`config.mk`:
```
export PLATFORM = sky130hd
export DESIGN_NAME = ws2812_mode_router
export DESIGN_NICKNAME = d
export VERILOG_FILES = /design/src/rtl/ws2812_pkg.sv /design/src/rtl/ws2812_frame_tracker.sv /design/src/rtl/ws2812_mode_router.sv
export SDC_FILE = /design/constraint.sdc
export NUM_CORES = 1
export LEC_CHECK = 0
export BUFFER_PORTS_ARGS = -buffer_cell sky130_fd_sc_hd__buf_2
export CORE_UTILIZATION = 44
export DETAILED_ROUTE_END_ITERATION = 10
export PLACE_DENSITY = 0.86
export REMOVE_ABC_BUFFERS = 1
export SYNTH_ARGS = -nofsm -noshare
export SYNTH_HDL_FRONTEND = slang
export SYNTH_SLANG_ARGS = --single-unit
```
`constraint.sdc`:
```
create_clock -name sys_clk -period 2.3 [get_ports sys_clk]
set_clock_uncertainty 0.1 [all_clocks]
set_input_delay 0.115 -clock sys_clk [delete_from_list [all_inputs] [get_ports sys_clk]]
set_output_delay 0.115 -clock sys_clk [all_outputs]
set_load 0.1 [all_outputs]
```
`src/rtl/ws2812_pkg.sv`:
```
// Shared types and default widths for the WS2812 mode router slice.
package ws2812_pkg;

   // Router sequencing: normal operation, wait for frame end, switch point, blank frame in flight
   typedef enum logic [1:0] {
      ST_RUN    = 2'd0,
      ST_DRAIN  = 2'd1,
      ST_SWITCH = 2'd2,
      ST_BLANK  = 2'd3
   } router_state_e;

   localparam int KEY_W_DEF  = 5;
   localparam int NUM_W_DEF  = 6;
   localparam int DATA_W_DEF = 24;

endpackage

```
`src/rtl/ws2812_frame_tracker.sv`:
```
// Frame bookkeeping for the shared ws2812_ctrl: in-frame flag, one-deep pending
// start, per-frame watchdog and the registered start pulse to the controller.
module ws2812_frame_tracker #(
   parameter int FRAME_TMO = 2000000
) (
   input  logic sys_clk,
   input  logic sys_rst_n,
   input  logic start_req,    // start request from the active engine
   input  logic start_force,  // unconditional start (blank frame)
   input  logic hold,         // block engine starts and drop any pending one
   input  logic frame_done,
   output logic in_frame,
   output logic start_pulse,
   output logic frame_end,
   output logic tmo_hit
);

   localparam int CNT_W = (FRAME_TMO > 1) ? $clog2(FRAME_TMO) : 1;

   logic [CNT_W-1:0] cnt;
   logic             pend;
   logic             issue;

   // Frame end is a real frame_done or watchdog expiry; a start may go out the
   // same cycle a frame ends so a queued request is never lost.
   always_comb begin
      tmo_hit   = (FRAME_TMO != 0) && in_frame && (cnt == CNT_W'(FRAME_TMO - 1));
      frame_end = in_frame && (frame_done || tmo_hit);
      issue     = start_force ||
                  (!hold && (start_req || pend) && (!in_frame || frame_end));
   end

   // Frame flag, pending start, watchdog count and registered start pulse
   always_ff @(posedge sys_clk or negedge sys_rst_n) begin
      if (!sys_rst_n) begin
         in_frame    <= 1'b0;
         pend        <= 1'b0;
         start_pulse <= 1'b0;
         cnt         <= '0;
      end else begin
         start_pulse <= issue;
         if (issue)
            in_frame <= 1'b1;
         else if (frame_end)
            in_frame <= 1'b0;
         if (hold || issue)
            pend <= 1'b0;
         else if (start_req && in_frame)
            pend <= 1'b1;
         if (issue || frame_end || !in_frame)
            cnt <= '0;
         else
            cnt <= cnt + CNT_W'(1);
      end
   end

endmodule

```
`src/rtl/ws2812_mode_router.sv`:
```
// Routes keys and frame requests between NUM_MODES display engines and the
// shared ws2812_ctrl. Mode changes happen only between frames, optionally with
// one all-zero frame sent in between.
module ws2812_mode_router #(
   parameter int NUM_MODES   = 4,
   parameter int MODE_W      = 2,
   parameter int KEY_W       = ws2812_pkg::KEY_W_DEF,
   parameter int NUM_W       = ws2812_pkg::NUM_W_DEF,
   parameter int DATA_W      = ws2812_pkg::DATA_W_DEF,
   parameter bit BLANK_ON_SW = 1'b1,
   parameter int FRAME_TMO   = 2000000
) (
   input  logic                          sys_clk,
   input  logic                          sys_rst_n,
   input  logic [MODE_W-1:0]             mode_req,
   input  logic [KEY_W-1:0]              key_in,
   input  logic [NUM_MODES-1:0]          eng_start,
   input  logic [NUM_MODES*NUM_W-1:0]    eng_num,
   input  logic [NUM_MODES*DATA_W-1:0]   eng_data,
   output logic [NUM_MODES*KEY_W-1:0]    key_out,
   input  logic                          cfg_start,
   input  logic                          frame_done,
   output logic                          ws2812_start,
   output logic [NUM_W-1:0]              cfg_num,
   output logic [DATA_W-1:0]             cfg_data,
   output logic [MODE_W-1:0]             mode_act,
   output logic                          sw_pulse,
   output logic                          tmo_err
);
   import ws2812_pkg::*;

   router_state_e               state;
   logic [MODE_W-1:0]           target;
   logic                        act_start;
   logic [NUM_W-1:0]            act_num;
   logic [DATA_W-1:0]           act_data;
   logic                        req_ok;
   logic                        mode_chg;
   logic                        run_open;
   logic                        start_force;
   logic [NUM_MODES*KEY_W-1:0]  key_nxt;
   logic                        in_frame;
   logic                        frame_end;
   logic                        tmo_hit;

   // cfg_start goes straight to the engines outside this block
   logic unused_cfg_start;
   assign unused_cfg_start = cfg_start;

   // Select the active engine's start/num/data slice
   always_comb begin
      act_start = 1'b0;
      act_num   = '0;
      act_data  = '0;
      for (int i = 0; i < NUM_MODES; i++) begin
         if (mode_act == MODE_W'(i)) begin
            act_start = eng_start[i];
            act_num   = eng_num[i*NUM_W +: NUM_W];
            act_data  = eng_data[i*DATA_W +: DATA_W];
         end
      end
   end

   // Mode-change detect; RUN is "open" to keys/starts only when not being left
   always_comb begin
      req_ok      = int'(mode_req) < NUM_MODES;
      mode_chg    = (state == ST_RUN) && req_ok && (mode_req != mode_act);
      run_open    = (state == ST_RUN) && !mode_chg;
      start_force = (state == ST_SWITCH) && BLANK_ON_SW;
      cfg_num     = act_num;
      cfg_data    = (state == ST_BLANK) ? '0 : act_data;
   end

   // Key demux: only the active slice can carry a key, and only while open
   always_comb begin
      key_nxt = '0;
      for (int i = 0; i < NUM_MODES; i++) begin
         if (run_open && (mode_act == MODE_W'(i)))
            key_nxt[i*KEY_W +: KEY_W] = key_in;
      end
   end

   ws2812_frame_tracker #(
      .FRAME_TMO (FRAME_TMO)
   ) u_tracker (
      .sys_clk     (sys_clk),
      .sys_rst_n   (sys_rst_n),
      .start_req   (act_start),
      .start_force (start_force),
      .hold        (!run_open),
      .frame_done  (frame_done),
      .in_frame    (in_frame),
      .start_pulse (ws2812_start),
      .frame_end   (frame_end),
      .tmo_hit     (tmo_hit)
   );

   // Router FSM with registered keys, switch pulse and sticky watchdog flag
   always_ff @(posedge sys_clk or negedge sys_rst_n) begin
      if (!sys_rst_n) begin
         state    <= ST_RUN;
         mode_act <= '0;
         target   <= '0;
         sw_pulse <= 1'b0;
         key_out  <= '0;
         tmo_err  <= 1'b0;
      end else begin
         sw_pulse <= 1'b0;
         key_out  <= key_nxt;
         if (tmo_hit)
            tmo_err <= 1'b1;
         case (state)
            ST_RUN: begin
               if (mode_chg) begin
                  target <= mode_req;
                  // a frame ending this very cycle needs no drain
                  state  <= (in_frame && !frame_end) ? ST_DRAIN : ST_SWITCH;
               end
            end
            ST_DRAIN: begin
               if (frame_end)
                  state <= ST_SWITCH;
            end
            ST_SWITCH: begin
               if (BLANK_ON_SW) begin
                  state <= ST_BLANK;
               end else begin
                  mode_act <= target;
                  sw_pulse <= 1'b1;
                  state    <= ST_RUN;
               end
            end
            ST_BLANK: begin
               if (frame_end) begin
                  mode_act <= target;
                  sw_pulse <= 1'b1;
                  state    <= ST_RUN;
               end
            end
            default: state <= ST_RUN;
         endcase
      end
   end

endmodule

```
* After elaboration in Yosys (flattened, before gate mapping)
Cells that the tools add are included.
** Cells by class
- Add/subtract/negate cells :: 1
- Equal/unequal tests :: 11
- Mux-type cells :: 29
- Reductions and logical operators :: 30
** Operators by type and width (count)
- $mux 24 :: 5
- $mux 6 :: 4
- $add 21x1->21 const B :: 1
- $eq 21x21->1 const B :: 1
- $mux 21 :: 1
- $mux 5 :: 4
- $logic_and 1x1->1 :: 12
- $mux 1 :: 10
- $eq 2x2->1 const B :: 4
- $mux 2 :: 4
- $pmux 2 s4 :: 1
- $logic_or 1x1->1 :: 7
- $ne 2x2->1 const B :: 3
- $eq 2x1->1 const B :: 2
- $logic_not 1->1 :: 4
- $logic_not 2->1 :: 2
- $reduce_and 2->1 :: 2
- $reduce_bool 2->1 :: 2
- $reduce_and 3->1 :: 1
- $ne 2x2->1 :: 1
** Storage, ports and cells
- Register bits after elaboration :: 52
- Input bits :: 135
- Output and inout port bits :: 55

* Logic depth before layout (Yosys ltp)
Gate-level depths: netlist (run 1).
- Word-level depth :: 12
- Gate-level depth with buffers :: 7

* Cells and area by module
A second synthesis (run 1) with hierarchy kept.
** Unflattened totals
- Cell total of the unflattened synthesis :: 275
- Area, all modules :: 3280.6 um2
** By module, submodules not included
- ws2812_mode_router :: times used 1, cells an instance 152, area an instance 2038.2 um2, seq. area each 700.7 um2
- ws2812_frame_tracker :: times used 1, cells an instance 123, area an instance 1242.4 um2, seq. area each 600.6 um2

* Worst setup path after synthesis (run 1)
No wires, ideal clock.
- Path type :: reg-to-output
- Start point :: register mode_act[0]
- End point :: output port cfg_data[10]
- Arrival :: 3.234 ns
- Slack :: -1.149 ns
- Stages on the path, launching flop included :: 5
- Path buffers :: 2
- Path through :: dfrtp_1 > buf_2 > buf_2 > mux4_2 > nor2b_1
** On the way
- Longest elaborated chain between the ends :: 6
** RTL lines
- start: declaration :: line ws2812_mode_router.sv:26 : output logic [MODE_W-1:0] mode_act,
- start signal: assignment :: line ws2812_mode_router.sv:128 : mode_act <= target;
- start signal: assignment :: line ws2812_mode_router.sv:135 : mode_act <= target;
- $logic_not 2->1 :: line ws2812_mode_router.sv:56 : if (mode_act == MODE_W'(i)) begin
- $mux 24 (3 in a row) :: line ws2812_mode_router.sv:56
- $mux 24 * :: line ws2812_mode_router.sv:56
- $mux 24 * :: line ws2812_mode_router.sv:71 : cfg_data = (state == ST_BLANK) ? '0 : act_data;
- end: declaration :: line ws2812_mode_router.sv:25 : output logic [DATA_W-1:0] cfg_data,
Every way passes the cells marked *; elsewhere a longest branch is shown, timed or not.

* Worst setup path in the final report (run 1)
- Start point :: register u_tracker.cnt[9]
- End point :: register mode_act[0]
** On the way
- Longest elaborated chain between the ends :: 5
** RTL lines
- start: declaration :: line ws2812_frame_tracker.sv:20 : logic [CNT_W-1:0] cnt;
- start signal: assignment :: line ws2812_frame_tracker.sv:53 : cnt <= cnt + CNT_W'(1);
- $eq 21x21->1 :: line ws2812_frame_tracker.sv:27 : tmo_hit = (FRAME_TMO != 0) && in_frame && (cnt == CNT_W'(FRAME_TMO - 1));
- $logic_and 1x1->1 :: line ws2812_frame_tracker.sv:27
- $logic_or 1x1->1 :: line ws2812_frame_tracker.sv:28 : frame_end = in_frame && (frame_done || tmo_hit);
- $logic_and 1x1->1 :: line ws2812_frame_tracker.sv:28
- $reduce_and 2->1 (no line)
No other way between the ends.
A chain may end at the register's enable or synchronous reset.

==> metrics.cfg, run 1 <==
[clock_tree]
cts_buffers = 5
path_clk_slew_ns = 0.09
cts_tree = done
post_cts_buffers = 0
worstSkewPairLatency_ns = 0.30
clockBufferDepth = 2
h-tree-depth = 2
cts_sinks = 52
cts_root_buffer = clkbuf_8

[synth]
ys_seq_elements = 52
ys_seq_area_frac = 0.413
ys_top_cells_by_area = dfrtp_1 41%, mux4_2 22%, nor2b_1 5.2%
yosysWarnings = 0
netlist_instances = 268
syn-cell-area_um2 = 3150
ys_types = 36
yosys.area.top_type_share = 0.413
yosysTopAreaCell = dfrtp_1
synth_area_per_cell_um2 = 11.8

[grt]
grt_use_total = 0.258
grt_pass1_wl_um = 14800
grt_max_degree = 38
antenna_found_initial = 0
grt_pass1_vias = 3191
grt_overflow = 0

[timing]
setup_viol = 0
max_slew.worst_pin.slew_ns = 0.798
drv_slew = 0
slew_headroom = 0.468
hold_viol = 0
max_freq_mhz = 470
rsz0062_at_grt = no
period_needed_ns = 2.13
period_share = 0.925

[power_and_ir_drop]
pwr_density_cell_nw_per_um2 = 1630
ir_drop_v = 0.00134
p_leak_nw = 2.39

[drt]
postRouteAntennaNets = 0
drtIter0Drc = 68
firstDrtPassIters = 4
wire_per_inst_um = 16.3
avgViaCountPerCell = 5.20
wl_um = 9170
drcViolationCount = 0
vias = 2930

[floorplanning]
row_count = 30
die_h_um = 86.7
die_x_um = 86.7
initial_utilization = 0.459
io_pins = 190
dieArea_um2 = 7510
core_um2 = 6870

[layout]
final_nets = 606
antenna_cells = 0
syn_to_final_growth_pct = 55.0
mostFrequentLayoutCell = buf_2
stdcell_area_um2 = 4890
fin_util = 0.711
nFillCells = 493
mostFrequentLayoutCells = 157 x buf_2, 51 x dfrtp_1, 33 x buf_12
drive_above_1_share = 0.527

[place]
port_buffers = 188
placedInstanceArea_um2 = 4720
gp_congestion = 0.894
dp_hpwl_um = 7550

[flow_run]
maxCapViolations = 0

[critical_path]
criticalPathCategory = flip-flop to flip-flop
cp_max_fo = 5
critPathRequiredTime_ns = 2.39
cp.arrival_ns = 2.22
crit_path_end_kind = flip-flop
startpoint_type = flip-flop

[run_status]
status = completed

[worst_hold_path]
hold_class = input port to flip-flop

[cell type report]
| class | instances | area [um^2] | area share |
|---|---|---|---|
| Timing Repair Buffer | 204 | 1570 | 0.321 |
| Clock buffer | 6 | 72.6 | 0.0148 |
| Inverter | 8 | 30.0 | 0.00614 |
| Clock inverter | 2 | 35.0 | 0.00717 |
| Sequential cell | 52 | 1300 | 0.267 |
| Multi-Input combinational cell | 195 | 1760 | 0.360 |
| Tap cell | 96 | 120 | 0.0246 |
[sequential cells by signal (all words and copies together) (netlist names)]
| signal | flops |
|---|---|
| key_out | 20 |
| target | 2 |
| mode_act | 2 |
| u_tracker.start_pulse | 1 |
| u_tracker.cnt | 21 |
| state | 2 |
| u_tracker.pend | 1 |
| sw_pulse | 1 |
| tmo_err | 1 |
| u_tracker.in_frame | 1 |
[stage by stage]
step	hold slack [ns]	total power, mW	instances	setup TNS, ns	setup slack, ns
2_1_floorplan	-0.281	5.32	255	-72.27	-1.82
3_3_place_gp	0.131	7.27	549	0	0.238
3_5_place_dp	0.136	7.37	549	0	0.174
4_1_cts	0.0312	8.01	563	0	0.153
5_1_grt	0.0529	8.24	563	0	0.0810
6_report	0.0515	7.95	563	0	0.172
[synth_stat cells (all sizes together)]
| cell | count |
|---|---|
| or2 | 1 |
| o22ai | 2 |
| or4b | 1 |
| mux4 | 31 |
| nor4 | 3 |
| mux2 | 1 |
| buf | 6 |
| ha | 5 |
| and3 | 3 |
| a22oi | 1 |
| nor3 | 7 |
| xnor2 | 7 |
| o21ai | 1 |
| a41o | 1 |
| clkbuf | 7 |
| o21bai | 1 |
| a21o | 1 |
| nand3 | 13 |
| nor2b | 26 |
| nand2 | 13 |
| and4 | 1 |
| xor2 | 14 |
| a41oi | 1 |
| dfrtp | 52 |
| a21boi | 1 |
| o22a | 1 |
| nand4 | 4 |
| and2 | 20 |
| inv | 8 |
| a21oi | 4 |
| nor2 | 29 |
| mux2i | 2 |
[cells by family (layout without fill, tap and decap cells)]
| group | Yosys count | after routing | synth area share |
|---|---|---|---|
| AO/OA/AOI/OAI | 14 | 14 | 0.0365 |
| XOR/XNOR | 21 | 21 | 0.0583 |
| adder cells (fa/ha/maj) | 5 | 5 | 0.0198 |
| buffers and inverters | 21 | 220 | 0.0290 |
| flip-flops | 52 | 52 | 0.413 |
| multiplexers | 34 | 34 | 0.233 |
| AND/OR/NAND/NOR | 121 | 121 | 0.211 |
[metal layers]
metal	share of wire	wire, um	track usage	vias to the layer above
met3	0.052	478	0.0457	18
met5	0	0	0	-
li1	-	-	-	1347
met4	0.018	167	0.0773	0
met1	0.38	3530	0.299	1441
met2	0.55	5000	0.486	124
[power breakdown]
part           internal, mW  total (mW)  switching (mW)
registers              1.02        1.10          0.0861
clock network         0.323       0.619           0.295
logic                  2.25        6.22            3.97
[final timing paths]
path | slack (ns) | endpoint | from | cells after the start
max in group asynchronous | 1.05 | key_out[18]$_DFF_PN0_ | sys_rst_n | 3
worst min-delay path | 0.05 | target[1]$_DFFE_PN0P_ | mode_req[1] | 3
worst max-delay path | 0.17 | mode_act[0]$_DFFE_PN0P_ | u_tracker.cnt[9]$_DFF_PN0_ | 5
worst max register to register | 0.17 | mode_act[0]$_DFFE_PN0P_ | u_tracker.cnt[9]$_DFF_PN0_ | 5
min in group asynchronous | 0.33 | u_tracker.cnt[15]$_DFF_PN0_ | sys_rst_n | 2
worst min register to register | 0.38 | tmo_err$_DFFE_PN0P_ | tmo_err$_DFFE_PN0P_ | 1
[worst max-delay path, stage by stage (launching register included)]
cell and delay, ns:
dfrtp_1 0.43, or4b_4 0.54, nor4_4 0.22, a41oi_4 0.22
nor2_4 0.20, mux2_4 0.31
[timing repair]
item | CTS | global route
hold buffers | 6 | 0
endpoints found under the hold margin | 56 | 0
gates resized for setup | 0 | 0
No activity file was read; power rests on OpenSTA's default activity.
==> run 2, diff against run 1 <==
Settings changed: CORE_MARGIN set to 5.
==> run 2 against run 1 <==
  * Flip-flop and latch count is the same
  * Total power shrank 0.44%
  * Register-to-register slack lost 0.04 ns
  * Critical endpoint unchanged
  * Global-route usage shrank 1.5 points
  * Die area grew 19%
==> metrics.cfg, run 2 (same netlist as run 1, synthesis figures left out) <==
[drt]
drtIter0Drc = 117  ; +72%
vias = 2957  ; +0.92%
postRouteAntennaNets = 0  ; unchanged
wl_um = 10400  ; +13%
firstDrtPassIters = 4  ; unchanged
wire_per_inst_um = 18.4  ; +13%
drcViolationCount = 0  ; unchanged
avgViaCountPerCell = 5.24  ; +0.74%

[timing]
rsz0062_at_grt = no
max_slew.worst_pin.slew_ns = 1.03  ; +0.235 ns
setup_viol = 0  ; unchanged
worst_slack_ns = 0.130  ; -0.0416 ns
period_share = 0.943  ; +0.0181
max_freq_mhz = 461  ; -1.9%
drv_slew = 0  ; unchanged
slew_headroom = 0.311  ; -0.157
hold_viol = 0  ; unchanged
period_needed_ns = 2.17  ; +0.0416 ns

[place]
dp_hpwl_um = 8710  ; +15%
placedInstanceArea_um2 = 4710  ; -0.16%
port_buffers = 188  ; unchanged
post-place-ws_ns = 0.156  ; -0.0184 ns
gp_congestion = 0.983  ; +9.9%

[critical_path]
criticalPathCategory = flip-flop to flip-flop
cp_slowest_stage_delay_ns = 0.57  ; +0.03 ns
crit_chain = or4b_4 > nor4_4 > a41oi_4 > nor2_4 > mux2_4
reg2reg_depth = 5  ; unchanged
cp_max_fo = 6  ; +1
startpoint_type = flip-flop
critPathRequiredTime_ns = 2.40  ; about the same
slowest_stage = or4b_4
crit_path_end_kind = flip-flop
cp.arrival_ns = 2.27  ; +0.05 ns

[worst_hold_path]
hold_depth = 4  ; +1
hold_class = input port to flip-flop

[layout]
syn_to_final_growth_pct = 54.9  ; about the same
mostFrequentLayoutCell = buf_2
mostFrequentLayoutCells = 157 x buf_2, 51 x dfrtp_1, 33 x buf_12
regArea_um2 = 1300  ; unchanged
drive_above_1_share = 0.528  ; +0.00101
top_regs = u_tracker.cnt: 21 flops, key_out: 20 flops
nFillCells = 505  ; +2.4%
stdcell_area_um2 = 4880  ; about the same
antenna_cells = 0  ; unchanged
largest_reg_flops = 21  ; unchanged
final_nets = 607  ; +0.17%
multi_input_area_um2 = 1760  ; unchanged
max_flop_register = u_tracker.cnt

[power_and_ir_drop]
power.switching_mw = 4.42  ; +1.5%
pwr_density_cell_nw_per_um2 = 1620  ; -0.37%
pwr-share-comb = 0.793  ; +0.010
switching_share = 0.558  ; +0.0107
pwr-share-seq = 0.139  ; about the same
p_leak_nw = 2.38  ; -0.27%
p_int_mw = 3.49  ; -2.8%
p_total_mw = 7.91  ; -0.44%
ir_drop_v = 0.00125  ; -6.5%
clockPowerShare = 0.068  ; -0.010

[clock_tree]
clockBufferDepth = 2  ; unchanged
cts_root_buffer = clkbuf_8
path_clk_slew_ns = 0.10  ; about the same
cts_tree = done
h-tree-depth = 2  ; unchanged
worstSkewPairLatency_ns = 0.31  ; about the same
cts_sinks = 52  ; unchanged
ctsResizeCount = 0  ; unchanged
cts_buffers = 5  ; unchanged

[floorplanning]
die_x_um = 94.7  ; +9.2%
io_pins = 190  ; unchanged
core_um2 = 6870  ; unchanged
die_h_um = 94.7  ; +9.2%
dieArea_um2 = 8960  ; +19%
initial_utilization = 0.459  ; unchanged
row_count = 30  ; unchanged

[grt]
antenna_found_initial = 0  ; unchanged
grt_pass1_wl_um = 16500  ; +12%
grt_max_degree = 49  ; +29%
grt_use_total = 0.243  ; -0.0150
grt_overflow = 0  ; unchanged
grt_pass1_vias = 3314  ; +3.9%

[run_status]
status = completed

[flow_run]
maxCapViolations = 0  ; unchanged

-- run 2: cell types whose count changed in the layout (fill, tap and decap cells not counted), sizes merged --
cell / delta
clkinv: -1
inv: +2
clkbuf: -1
clkinvlp: +1
dlygate4sd3: +1
bufinv: -1
-- run 2: metrics by stage --
step | utilization | hold WS (ns) | instances | setup TNS [ns]
6_report | 0.711 | 0.0503 | 564 | 0
5_1_grt | 0.711 | 0.0714 | 564 | 0
4_1_cts | 0.711 | 0.0410 | 564 | 0
3_5_place_dp | 0.686 | 0.252 | 548 | 0
3_3_place_gp | 0.686 | 0.228 | 548 | 0
2_1_floorplan | - | -0.281 | 255 | -72.27
-- run 2: worst paths after layout --
path / start / endpoint / slack [ns]
worst max-delay path: u_tracker.cnt[11]$_DFF_PN0_ / mode_act[0]$_DFFE_PN0P_ / 0.13
worst min-delay path: frame_done / u_tracker.in_frame$_DFFE_PN0P_ / 0.05
worst max register to register: u_tracker.cnt[11]$_DFF_PN0_ / mode_act[0]$_DFFE_PN0P_ / 0.13
worst min register to register: tmo_err$_DFFE_PN0P_ / tmo_err$_DFFE_PN0P_ / 0.39
max in group asynchronous: sys_rst_n / mode_act[0]$_DFFE_PN0P_ / 0.99
min in group asynchronous: sys_rst_n / target[1]$_DFFE_PN0P_ / 0.41
-- run 2: repair_timing --
action / CTS / global route
buffers inserted: 1 / 0
endpoints found under the setup margin: 4 / 0
hold buffers: 7 / 0
endpoints found under the hold margin: 67 / 0
-- run 2: power groups by stage --
stage | combinational (mW) | clock, mW | sequential [mW]
finish | 6.27 | 0.540 | 1.10
global route | 6.51 | 0.589 | 1.12
CTS | 6.31 | 0.552 | 1.10
detailed placement | 6.24 | 0 | 1.15
global placement | 6.14 | 0 | 1.14
floorplan | 3.68 | 0 | 1.64
-- run 2: area by class of cell --
cell class	instances	area share
Inverter	8	0.00615
Tap cell	96	0.0246
Multi-Input combinational cell	195	0.360
Clock buffer	5	0.0141
Sequential cell	52	0.267
Clock inverter	3	0.00512
Timing Repair Buffer	205	0.323
-- run 2: critical path, delay by kind of cell (launching register included) --
family           cells  cell delay, ns
flip-flops           1            0.45
AND/OR/NAND/NOR      3            0.99
AO/OA/AOI/OAI        1            0.21
multiplexers         1            0.30
-- run 2: layer usage --
metal	up-vias	GRT usage	wire (um)
met5	-	0	0
met4	0	0.0697	187
met3	20	0.0797	902
met2	131	0.440	5650
met1	1459	0.273	3640
li1	1347	-	-
==> run 3, diff against run 2 <==
Settings changed: ABC_CLOCK_PERIOD_IN_PS set to 2300, PLACE_DENSITY 0.86 to 0.81.
==> run 3 against run 2 <==
  * Combinational power decreased by 0.6%
  * Worst setup slack got worse by 0.034 ns
  * First-iteration DRC count grew 21%
  * Die area unchanged
  * Total power down 0.41%
  * Sequential share of layout area is 0.089 points higher
  * Core utilization shrank 0.24 points
  * Wire length grew 0.14%
  * Global-route usage is 0.19 points higher
  * Via count decreased by 1.4%
  * Non-clock buffer count stayed put
  * Count of clock-buffer cells in the layout unchanged
  * Critical endpoint unchanged
  * Largest cell class unchanged
==> metrics.cfg, run 3 (same netlist as run 1, synthesis figures left out) <==
[flow_run]
maxCapViolations = 0  ; unchanged

[power_and_ir_drop]
ir_drop_v = 0.00130  ; +3.9%
pwr_density_cell_nw_per_um2 = 1620  ; about the same
p_leak_nw = 2.37  ; -0.44%
p_total_mw = 7.88  ; -0.41%

[place]
gp_congestion = 0.989  ; +0.64%
post-place-ws_ns = 0.0891  ; -0.0667 ns
port_buffers = 188  ; unchanged
dp_hpwl_um = 8690  ; -0.20%
placed_cells_incl_taps = 550  ; +0.36%

[critical_path]
r2r_setup_slack_ns = 0.1  ; -0.03 ns
rr_startpoint = u_tracker.cnt[11]$_DFF_PN0_
worstSetupEndpoint = mode_act[0]$_DFFE_PN0P_
crit_chain = or4b_4 > nor4_4 > a41oi_4 > nor2_4 > mux2_4
slowest_stage = or4b_4
cp_top_family = simple AND/OR/NAND/NOR gates
cp-startpoint = u_tracker.cnt[11]$_DFF_PN0_
cp_max_fo = 6  ; unchanged
startpoint_type = flip-flop
critical_path_depth = 5  ; unchanged
reg2reg_depth = 5  ; unchanged
crit_buf_inv = 0  ; unchanged
cp_slowest_stage_delay_ns = 0.57  ; about the same
critPathRequiredTime_ns = 2.40  ; about the same
cp.arrival_ns = 2.30  ; +0.03 ns
worstReg2RegEnd = mode_act[0]$_DFFE_PN0P_
criticalPathCategory = flip-flop to flip-flop
crit_path_end_kind = flip-flop

[layout]
largest_reg_flops = 21  ; unchanged
mostFrequentLayoutCells = 157 x buf_2, 51 x dfrtp_1, 32 x buf_12
layout.cells.non_filler = 564  ; unchanged
drive_above_1_share = 0.530  ; +0.00214
antenna_cells = 0  ; unchanged
mostFrequentLayoutCell = buf_2
nFillCells = 493  ; -2.4%
final_nets = 607  ; unchanged
max_flop_register = u_tracker.cnt
top_regs = u_tracker.cnt: 21 flops, key_out: 20 flops
syn_to_final_growth_pct = 54.4

[floorplanning]
die_x_um = 94.7  ; unchanged
core_um2 = 6870  ; unchanged
die_h_um = 94.7  ; unchanged
row_count = 30  ; unchanged
initial_utilization = 0.459  ; unchanged
io_pins = 190  ; unchanged
dieArea_um2 = 8960  ; unchanged

[timing]
rsz0062_at_grt = no
slew_headroom = 0.619  ; +0.307
setup_viol = 0  ; unchanged
period_share = 0.958  ; +0.0150
drv_slew = 0  ; unchanged
fin_hold_ws_ns = 0.00280  ; -0.0475 ns
max_slew.worst_pin.slew_ns = 0.568  ; -0.465 ns
hold_viol = 0  ; unchanged
setup_tns_ns = 0  ; unchanged
worst_slack_ns = 0.0959  ; -0.0344 ns
period_needed_ns = 2.20  ; +0.0344 ns
max_freq_mhz = 454  ; -1.6%

[grt]
grt_overflow = 0  ; unchanged
antenna_found_initial = 0  ; unchanged
grt_pass1_wl_um = 16700  ; +0.92%
grt_max_degree = 28  ; -43%
grt_use_total = 0.245  ; +0.00187
grt_pass1_vias = 3367  ; +1.6%

[clock_tree]
post_cts_buffers = 0  ; -1
worstSkewPairLatency_ns = 0.31  ; about the same
cts_hold_buffers = 6  ; -1
cts_tree = done
h-tree-depth = 2  ; unchanged
cts_root_buffer = clkbuf_8
cts_buffers = 5  ; unchanged
ctsResizeCount = 0  ; unchanged
path_clk_slew_ns = 0.09  ; about the same
cts_sinks = 52  ; unchanged
clockBufferDepth = 2  ; unchanged

[drt]
drcViolationCount = 0  ; unchanged
drtIter0Drc = 142  ; +21%
avgViaCountPerCell = 5.17  ; -1.4%
wl_um = 10400  ; +0.14%
wire_per_inst_um = 18.4  ; +0.14%
firstDrtPassIters = 4  ; unchanged
vias = 2915  ; -1.4%
postRouteAntennaNets = 0  ; unchanged

[worst_hold_path]
hold_class = input port to flip-flop

[run_status]
status = completed

-- run 3: cell types whose count changed in the layout (fill, tap and decap cells not counted), sizes merged --
| cell | previous run | this run |
|---|---|---|
| clkinvlp | 1 | 2 |
| clkinv | 0 | 1 |
| inv | 10 | 8 |
| dlygate4sd3 | 7 | 6 |
| buf | 198 | 199 |
-- run 3: area by class of cell --
type | instances | area (um^2) | area share
Sequential cell | 52 | 1300 | 0.268
Multi-Input combinational cell | 195 | 1760 | 0.362
Tap cell | 96 | 120 | 0.0247
Clock inverter | 3 | 23.8 | 0.00488
Inverter | 8 | 30.0 | 0.00617
Timing Repair Buffer | 205 | 1560 | 0.321
Clock buffer | 5 | 68.8 | 0.0141
-- run 3: worst min path at each step --
| stage | from | end | slack (ns) | cells after the start |
|---|---|---|---|---|
| floorplan | sys_rst_n | key_out[0]$_DFF_PN0_ | -0.28 | 0 |
| global placement | sys_rst_n | u_tracker.cnt[15]$_DFF_PN0_ | -0.06 | 1 |
| detailed placement | sys_rst_n | u_tracker.cnt[15]$_DFF_PN0_ | -0.05 | 1 |
| CTS | mode_req[1] | target[1]$_DFFE_PN0P_ | 0.005 | 3 |
| global route | mode_req[1] | target[1]$_DFFE_PN0P_ | 0.05 | 3 |
| finish | mode_req[1] | target[1]$_DFFE_PN0P_ | 0.003 | 3 |
-- run 3: through the flow --
| step | area (um^2) | utilization |
|---|---|---|
| 2_1_floorplan | 3090 | - |
| 3_3_place_gp | 4710 | 0.686 |
| 3_5_place_dp | 4710 | 0.686 |
| 4_1_cts | 4870 | 0.709 |
| 5_1_grt | 4870 | 0.709 |
| 6_report | 4870 | 0.709 |
-- run 3: worst reg2reg max path, cell delays in order (launching register included) --
cell and delay, ns:
dfrtp_1 0.45, or4b_4 0.57, nor4_4 0.25, a41oi_4 0.23, nor2_4 0.19, mux2_4 0.31
-- run 3: metal layers --
layer | part of all wire | GRT usage
met4 | 0.017 | 0.0613
met2 | 0.54 | 0.445
met5 | 0 | 0
met3 | 0.081 | 0.0773
met1 | 0.36 | 0.279
-- run 3: where the power goes --
| part | internal, mW | switching, mW |
|---|---|---|
| Combinational | 2.24 | 3.99 |
| Clock | 0.216 | 0.314 |
| Sequential | 1.02 | 0.0988 |
